<file path="config.mk">
export PLATFORM = sky130hd
export DESIGN_NAME = svn_seg_mux_cntr
export DESIGN_NICKNAME = d
export VERILOG_FILES = /design/src/rtl/svn_seg_pkg.sv /design/src/rtl/svn_seg_digit_cntr.sv /design/src/rtl/svn_seg_mux_cntr.sv
export SDC_FILE = /design/constraint.sdc
export NUM_CORES = 1
export LEC_CHECK = 0
export BUFFER_PORTS_ARGS = -buffer_cell sky130_fd_sc_hd__buf_4
export CAP_MARGIN = 20
export CORE_ASPECT_RATIO = 0.5
export CORE_MARGIN = 10
export CORE_UTILIZATION = 35
export CTS_BUF_LIST = sky130_fd_sc_hd__clkbuf_8
export CTS_CLUSTER_DIAMETER = 120
export DETAILED_ROUTE_END_ITERATION = 8
export MAX_ROUTING_LAYER = met4
export PLACE_DENSITY_LB_ADDON = 0.1
export SYNTH_ARGS = -nofsm -noshare
export SYNTH_HDL_FRONTEND = slang
export SYNTH_SLANG_ARGS = --single-unit
</file>
<file path="constraint.sdc">
create_clock -name clk_i -period 2.1 [get_ports clk_i]
set_input_delay 0.42 -clock clk_i [delete_from_list [all_inputs] [get_ports clk_i]]
set_output_delay 0.42 -clock clk_i [all_outputs]
set_load 0.05 [all_outputs]
</file>
<file path="src/rtl/svn_seg_pkg.sv">
// Shared types and constants for the multi-digit 7-segment counter.
package svn_seg_pkg;

  typedef logic [3:0] nibble_t;

  // Segment patterns, bits 6..0 = g..a, active-high, decimal point clear.
  localparam logic [6:0] SEG7DISP [16] = '{
    7'h3F, 7'h06, 7'h5B, 7'h4F, 7'h66, 7'h6D, 7'h7D, 7'h07,
    7'h7F, 7'h6F, 7'h77, 7'h7C, 7'h39, 7'h5E, 7'h79, 7'h71
  };

  // All segments and the decimal point dark, before polarity is applied.
  localparam logic [7:0] SEG_OFF = 8'h00;

endpackage

</file>
<file path="src/rtl/svn_seg_digit_cntr.sv">
// One hex/BCD digit of the display counter: load, increment on carry, at-max flag.
module svn_seg_digit_cntr
  import svn_seg_pkg::*;
#(
  parameter bit DECIMAL = 1'b0
) (
  input  logic       clk_i,
  input  logic       rstn_i,
  input  logic       load_i,
  input  logic [3:0] load_val_i,
  input  logic       inc_i,
  input  logic       carry_i,
  output logic [3:0] digit_o,
  output logic       at_max_o
);

  localparam nibble_t DIGIT_MAX = DECIMAL ? 4'd9 : 4'd15;

  nibble_t digit_q, digit_d;
  logic    at_max;

  // Next digit value; a BCD nibble loaded above 9 counts as max and wraps with carry.
  always_comb begin
    at_max  = (digit_q >= DIGIT_MAX);
    digit_d = digit_q;
    if (load_i) begin
      digit_d = load_val_i;
    end else if (inc_i && carry_i) begin
      digit_d = at_max ? '0 : digit_q + 4'd1;
    end
  end

  // Digit register.
  always_ff @(posedge clk_i or negedge rstn_i) begin
    if (!rstn_i) begin
      digit_q <= '0;
    end else begin
      digit_q <= digit_d;
    end
  end

  assign digit_o  = digit_q;
  assign at_max_o = at_max;

endmodule

</file>
<file path="src/rtl/svn_seg_mux_cntr.sv">
// NUM_DIGITS-digit hex/BCD counter with a time-multiplexed 7-segment output.
// Optional macro SVN_SEG_LEAD_ZERO_BLANK_EN blanks leading-zero digits above digit 0.
module svn_seg_mux_cntr
  import svn_seg_pkg::*;
#(
  parameter int unsigned NUM_DIGITS   = 3,
  parameter int unsigned COUNT_DIV    = 125_000_000,
  parameter int unsigned SCAN_DIV     = 125_000,
  parameter bit          DECIMAL      = 1'b0,
  parameter bit          SEG_POLARITY = 1'b0,
  parameter bit          SEL_POLARITY = 1'b1
) (
  input  logic                    clk_i,
  input  logic                    rstn_i,
  input  logic                    en_i,
  input  logic                    load_i,
  input  logic [4*NUM_DIGITS-1:0] load_val_i,
  input  logic [NUM_DIGITS-1:0]   dp_i,
  output logic [4*NUM_DIGITS-1:0] count_o,
  output logic                    wrap_o,
  output logic [7:0]              seg_display_o,
  output logic [NUM_DIGITS-1:0]   seg_sel_o
);

  localparam int unsigned CW = (COUNT_DIV > 1) ? $clog2(COUNT_DIV) : 1;
  localparam int unsigned SW = (SCAN_DIV > 1) ? $clog2(SCAN_DIV) : 1;
  localparam int unsigned IW = (NUM_DIGITS > 1) ? $clog2(NUM_DIGITS) : 1;

  localparam logic [CW-1:0]         CNT_LAST  = CW'(COUNT_DIV - 1);
  localparam logic [SW-1:0]         SCAN_LAST = SW'(SCAN_DIV - 1);
  localparam logic [IW-1:0]         IDX_LAST  = IW'(NUM_DIGITS - 1);
  localparam logic [NUM_DIGITS-1:0] SEL_IDLE  = SEL_POLARITY ? '0 : '1;
  localparam logic [7:0]            SEG_IDLE  = SEG_POLARITY ? SEG_OFF : ~SEG_OFF;

  logic [CW-1:0]         cdiv_q, cdiv_d;
  logic [SW-1:0]         sdiv_q, sdiv_d;
  logic [IW-1:0]         idx_q, idx_d;
  logic                  wrap_q, wrap_d;
  logic [NUM_DIGITS-1:0] sel_q, sel_d;
  logic [7:0]            seg_q, seg_d;

  logic                  count_tick, scan_tick, inc;
  logic [NUM_DIGITS-1:0] at_max, carry;
  nibble_t               digit [NUM_DIGITS];

  // Free-running prescalers and scan index advance.
  always_comb begin
    count_tick = (cdiv_q == CNT_LAST);
    scan_tick  = (sdiv_q == SCAN_LAST);
    cdiv_d     = count_tick ? '0 : cdiv_q + 1'b1;
    sdiv_d     = scan_tick ? '0 : sdiv_q + 1'b1;
    idx_d      = idx_q;
    if (scan_tick) begin
      idx_d = (idx_q == IDX_LAST) ? '0 : idx_q + 1'b1;
    end
  end

  // Increment qualification (load wins) and ripple carry: digit k steps when all lower digits are at max.
  always_comb begin
    logic acc;
    inc    = en_i && count_tick && !load_i;
    wrap_d = inc && (&at_max);
    acc    = 1'b1;
    carry  = '0;
    for (int unsigned k = 0; k < NUM_DIGITS; k++) begin
      carry[k] = acc;
      acc      = acc & at_max[k];
    end
  end

  for (genvar k = 0; k < NUM_DIGITS; k++) begin : g_digit
    svn_seg_digit_cntr #(
      .DECIMAL (DECIMAL)
    ) u_digit (
      .clk_i      (clk_i),
      .rstn_i     (rstn_i),
      .load_i     (load_i),
      .load_val_i (load_val_i[4*k +: 4]),
      .inc_i      (inc),
      .carry_i    (carry[k]),
      .digit_o    (digit[k]),
      .at_max_o   (at_max[k])
    );
    assign count_o[4*k +: 4] = digit[k];
  end

  // Select and segment pattern for the current scan index, computed together so both register on the same edge.
  always_comb begin
    nibble_t               cur;
    logic                  dp;
    logic                  blank;
    logic [NUM_DIGITS-1:0] onehot;
    logic [6:0]            pat;
    cur    = '0;
    dp     = 1'b0;
    blank  = 1'b0;
    onehot = '0;
    for (int unsigned k = 0; k < NUM_DIGITS; k++) begin
      if (IW'(k) == idx_q) begin
        cur       = digit[k];
        dp        = dp_i[k];
        onehot[k] = 1'b1;
      end
    end
`ifdef SVN_SEG_LEAD_ZERO_BLANK_EN
    // Blank when this digit and every higher digit are zero; digit 0 always shows.
    blank = (idx_q != '0);
    for (int unsigned k = 0; k < NUM_DIGITS; k++) begin
      if ((IW'(k) >= idx_q) && (digit[k] != '0)) begin
        blank = 1'b0;
      end
    end
`endif
    pat   = blank ? SEG_OFF[6:0] : SEG7DISP[cur];
    seg_d = SEG_POLARITY ? {dp, pat} : ~{dp, pat};
    sel_d = SEL_POLARITY ? onehot : ~onehot;
  end

  // State and registered outputs.
  always_ff @(posedge clk_i or negedge rstn_i) begin
    if (!rstn_i) begin
      cdiv_q <= '0;
      sdiv_q <= '0;
      idx_q  <= '0;
      wrap_q <= 1'b0;
      sel_q  <= SEL_IDLE;
      seg_q  <= SEG_IDLE;
    end else begin
      cdiv_q <= cdiv_d;
      sdiv_q <= sdiv_d;
      idx_q  <= idx_d;
      wrap_q <= wrap_d;
      sel_q  <= sel_d;
      seg_q  <= seg_d;
    end
  end

  assign wrap_o        = wrap_q;
  assign seg_sel_o     = sel_q;
  assign seg_display_o = seg_q;

endmodule

</file>
==> impl_metrics.env <==
export IMPL_synth_seq_cells=70
export IMPL_worst_ep_required_time_ps=2340
export IMPL_die_h_um=91.4
export IMPL_setup_tns_final_ps=0
export IMPL_drt_first_pass_iters=4
export IMPL_drv_cap=0
export IMPL_port_buffers=42
export IMPL_mostFrequentLayoutCells="dfrtp_1 (61), buf_4 (61), nor2_1 (39)"
export IMPL_cts_buffers=9
export IMPL_antenna_cells=0
export IMPL_ys_warn_count=0
export IMPL_grt_max_degree=42
export IMPL_io_pins=43
export IMPL_startpoint_type="flip-flop"
export IMPL_power_w=0.00289
export IMPL_antenna_found_initial=0
export IMPL_outcome="finished, violations left"
export IMPL_arrival_ps=2230
export IMPL_place_gp_congestion=0.789
export IMPL_routed_wl_um=8220
export IMPL_irDropWorstVdd_uv=230
export IMPL_post_dp_hpwl_um=6050
export IMPL_track_usage_pct=11.7
export IMPL_drive_gt1_share_pct=22.7
export IMPL_synth_flop_cell="dfrtp_1"
export IMPL_syn_to_final_growth_pct=22.6
export IMPL_worstSetupEndpointType="flip-flop"
export IMPL_reg2reg_depth=8
export IMPL_syn_area_per_cell_um2=9.97
export IMPL_synth_area_um2=3570
export IMPL_tightest_slew_ps=503
export IMPL_detail_route_antenna_nets=0
export IMPL_fin_worst_skew_ps=12.9
export IMPL_setup_viol_count_final=0
export IMPL_coreArea_um2=9700
export IMPL_r2r_end="cdiv_q[20]$_DFF_PN0_"
export IMPL_criticalPathCategory="reg -> reg"
export IMPL_die_x_um=163
export IMPL_slew_viol_final=0
export IMPL_drt_iter0_drc=161
export IMPL_cts_tree="done"
export IMPL_clkSinkCount=70
export IMPL_clkSlewWorstSetupHoldPaths_ps=70
export IMPL_synth_cell_types=47
export IMPL_grt_pass1_vias=2920
export IMPL_max_freq_ghz=0.501
export IMPL_holdWs_ps=-0.499
export IMPL_start_util_pct=36.8
export IMPL_finalHoldViolCount=1
export IMPL_rows=25
export IMPL_syn_nets=388
export IMPL_die_area_um2=14900
export IMPL_vias_per_cell=5.03
export IMPL_violations="hold timing"
export IMPL_rrSetupSlack_ps=100
export IMPL_p_leak_nw=1.99
export IMPL_fin_nets=448
export IMPL_gr_total_overflow=0
export IMPL_syn_inst=358
export IMPL_clk_path_buf_depth=2
export IMPL_drc_errors=0
export IMPL_avgRoutedWirePerCell_um=14.7
export IMPL_p_per_area_nw_per_um2=660
export IMPL_max_slew_margin_rel_pct=66.4
export IMPL_synthArstFlopShare_pct=100
export IMPL_fin_crit_sh_pct=95.1
export IMPL_vias=2809
export IMPL_grt_pass1_wl_um=14000
export IMPL_hold_class="in -> async"
export IMPL_htreeDepth=3
export IMPL_r2r_start="cdiv_q[1]$_DFF_PN0_"
export IMPL_crit_path_max_fanout=17
export IMPL_synth_seq_area_share_pct=49.4
export IMPL_fin_crit_ps=2000
export IMPL_synth_edf_count=0
export IMPL_clkLatencyLatePin_ps=350
export IMPL_rsz0062_at_grt="false"
export IMPL_root_buffer="clkbuf_8"
==> kinds of logic after synthesis <==
group	Yosys count	synth area share, %
muxes	15	4.31
AOI/OAI and AO/OA	51	9.01
buffers and inverters	24	2.63
DFF	70	49.4
and+or+nand+nor	149	21.5
adders and majority gates	11	3.86
xor gates and xnor gates	38	9.33
==> where the power goes <==
group | internal, W | switching (W) | total, W
clock network | 0.000512 | 0.000491 | 0.00100
logic | 0.000149 | 0.000289 | 0.000438
registers | 0.00140 | 0.0000461 | 0.00145
total | 0.00206 | 0.000826 | 0.00289
==> cell usage after synthesis, types with 3 or more instances <==
cell / number / area [um^2]
clkbuf_1: 10 / 37.5
ha_1: 11 / 138
a31oi_1: 5 / 31.3
mux2_2: 3 / 33.8
or3_1: 3 / 18.8
a21oi_1: 6 / 30.0
dfrtp_1: 62 / 1550
mux2i_1: 12 / 120
and4_1: 4 / 35.0
nor3_1: 7 / 35.0
nand4_1: 13 / 81.3
a2bb2oi_1: 4 / 35.0
xnor2_1: 21 / 184
xor2_1: 17 / 149
inv_1: 11 / 41.3
and2_1: 3 / 18.8
nor2_1: 40 / 150
nand2b_1: 3 / 18.8
nor2b_1: 5 / 31.3
nand2_1: 28 / 105
nand3_1: 19 / 95.1
dfstp_2: 8 / 210
o21ai_0: 21 / 105
o31ai_1: 3 / 22.5
buf_2: 3 / 15.0
and3_1: 5 / 31.3
nor4_1: 7 / 43.8
==> routing by layer <==
| layer | track usage, % | wire length, um | share of wire, % |
|---|---|---|---|
| met1 | 12.9 | 3720 | 45 |
| met3 | 3.51 | 263 | 3.2 |
| met4 | 4.10 | 126 | 1.5 |
| met2 | 19.6 | 4120 | 50 |
| met5 | - | 0 | 0 |
==> area by class of cell <==
cell class | count | area, um^2
Clock buffer | 12 | 165
Inverter | 11 | 41.3
Sequential cell | 70 | 1760
Timing Repair Buffer | 62 | 478
Clock inverter | 4 | 16.3
Tap cell | 135 | 169
Fill cell | 958 | 5320
Multi-Input combinational cell | 264 | 1740
==> stage by stage <==
stage	hold slack (ps)	worst slack [ps]	instance area (um^2)	std cells	utilization, %
floorplan	124	29.9	3570	358	-
global placement	380	104	4160	541	42.9
detailed placement	389	48.6	4160	541	42.9
CTS	9.66	34.2	4340	557	44.7
finish	-0.499	104	4370	558	45.1
global route	16.4	13.1	4370	558	45.1
==> timing repair <==
| item | 4_1_cts | 5_1_grt |
|---|---|---|
| resized for setup | 0 | 9 |
| setup endpoints to repair | 0 | 14 |
| hold buffers | 0 | 0 |
| hold endpoints to repair | 0 | 0 |
| buffers inserted | 0 | 1 |
==> worst max-delay path by stage <==
stage                                                         start                                        end  slack, ps
after floorplan           g_digit[1].u_digit.digit_o[1]$_DFFE_PN0P_                 seg_display_o[3]$_DFF_PN1_         30
after global placement                          cdiv_q[1]$_DFF_PN0_  g_digit[1].u_digit.digit_o[0]$_DFFE_PN0P_        100
after detailed placement                        cdiv_q[1]$_DFF_PN0_  g_digit[1].u_digit.digit_o[0]$_DFFE_PN0P_         50
after CTS                                       cdiv_q[1]$_DFF_PN0_  g_digit[1].u_digit.digit_o[0]$_DFFE_PN0P_         30
after global routing                            cdiv_q[1]$_DFF_PN0_                       cdiv_q[22]$_DFF_PN0_         10
final                                           cdiv_q[1]$_DFF_PN0_                       cdiv_q[20]$_DFF_PN0_        100
==> critical path, stage by stage, from the launching register on <==
cell      delay [ps]
dfrtp_1          390
ha_2             200
nand3_2           80
buf_4            160
or4_1            480
nor2_2           120
buf_4            240
nand2b_1         140
mux2i_1           70
==> flip-flops by register name, indices dropped and copies added, names as in the netlist <==
signal                   count
cdiv_q                      27
sdiv_q                      17
g_digit.u_digit.digit_o     12
seg_display_o                8
seg_sel_o                    3
idx_q                        2
wrap_o                       1
Note: power is estimated with default switching activity, not from simulation.
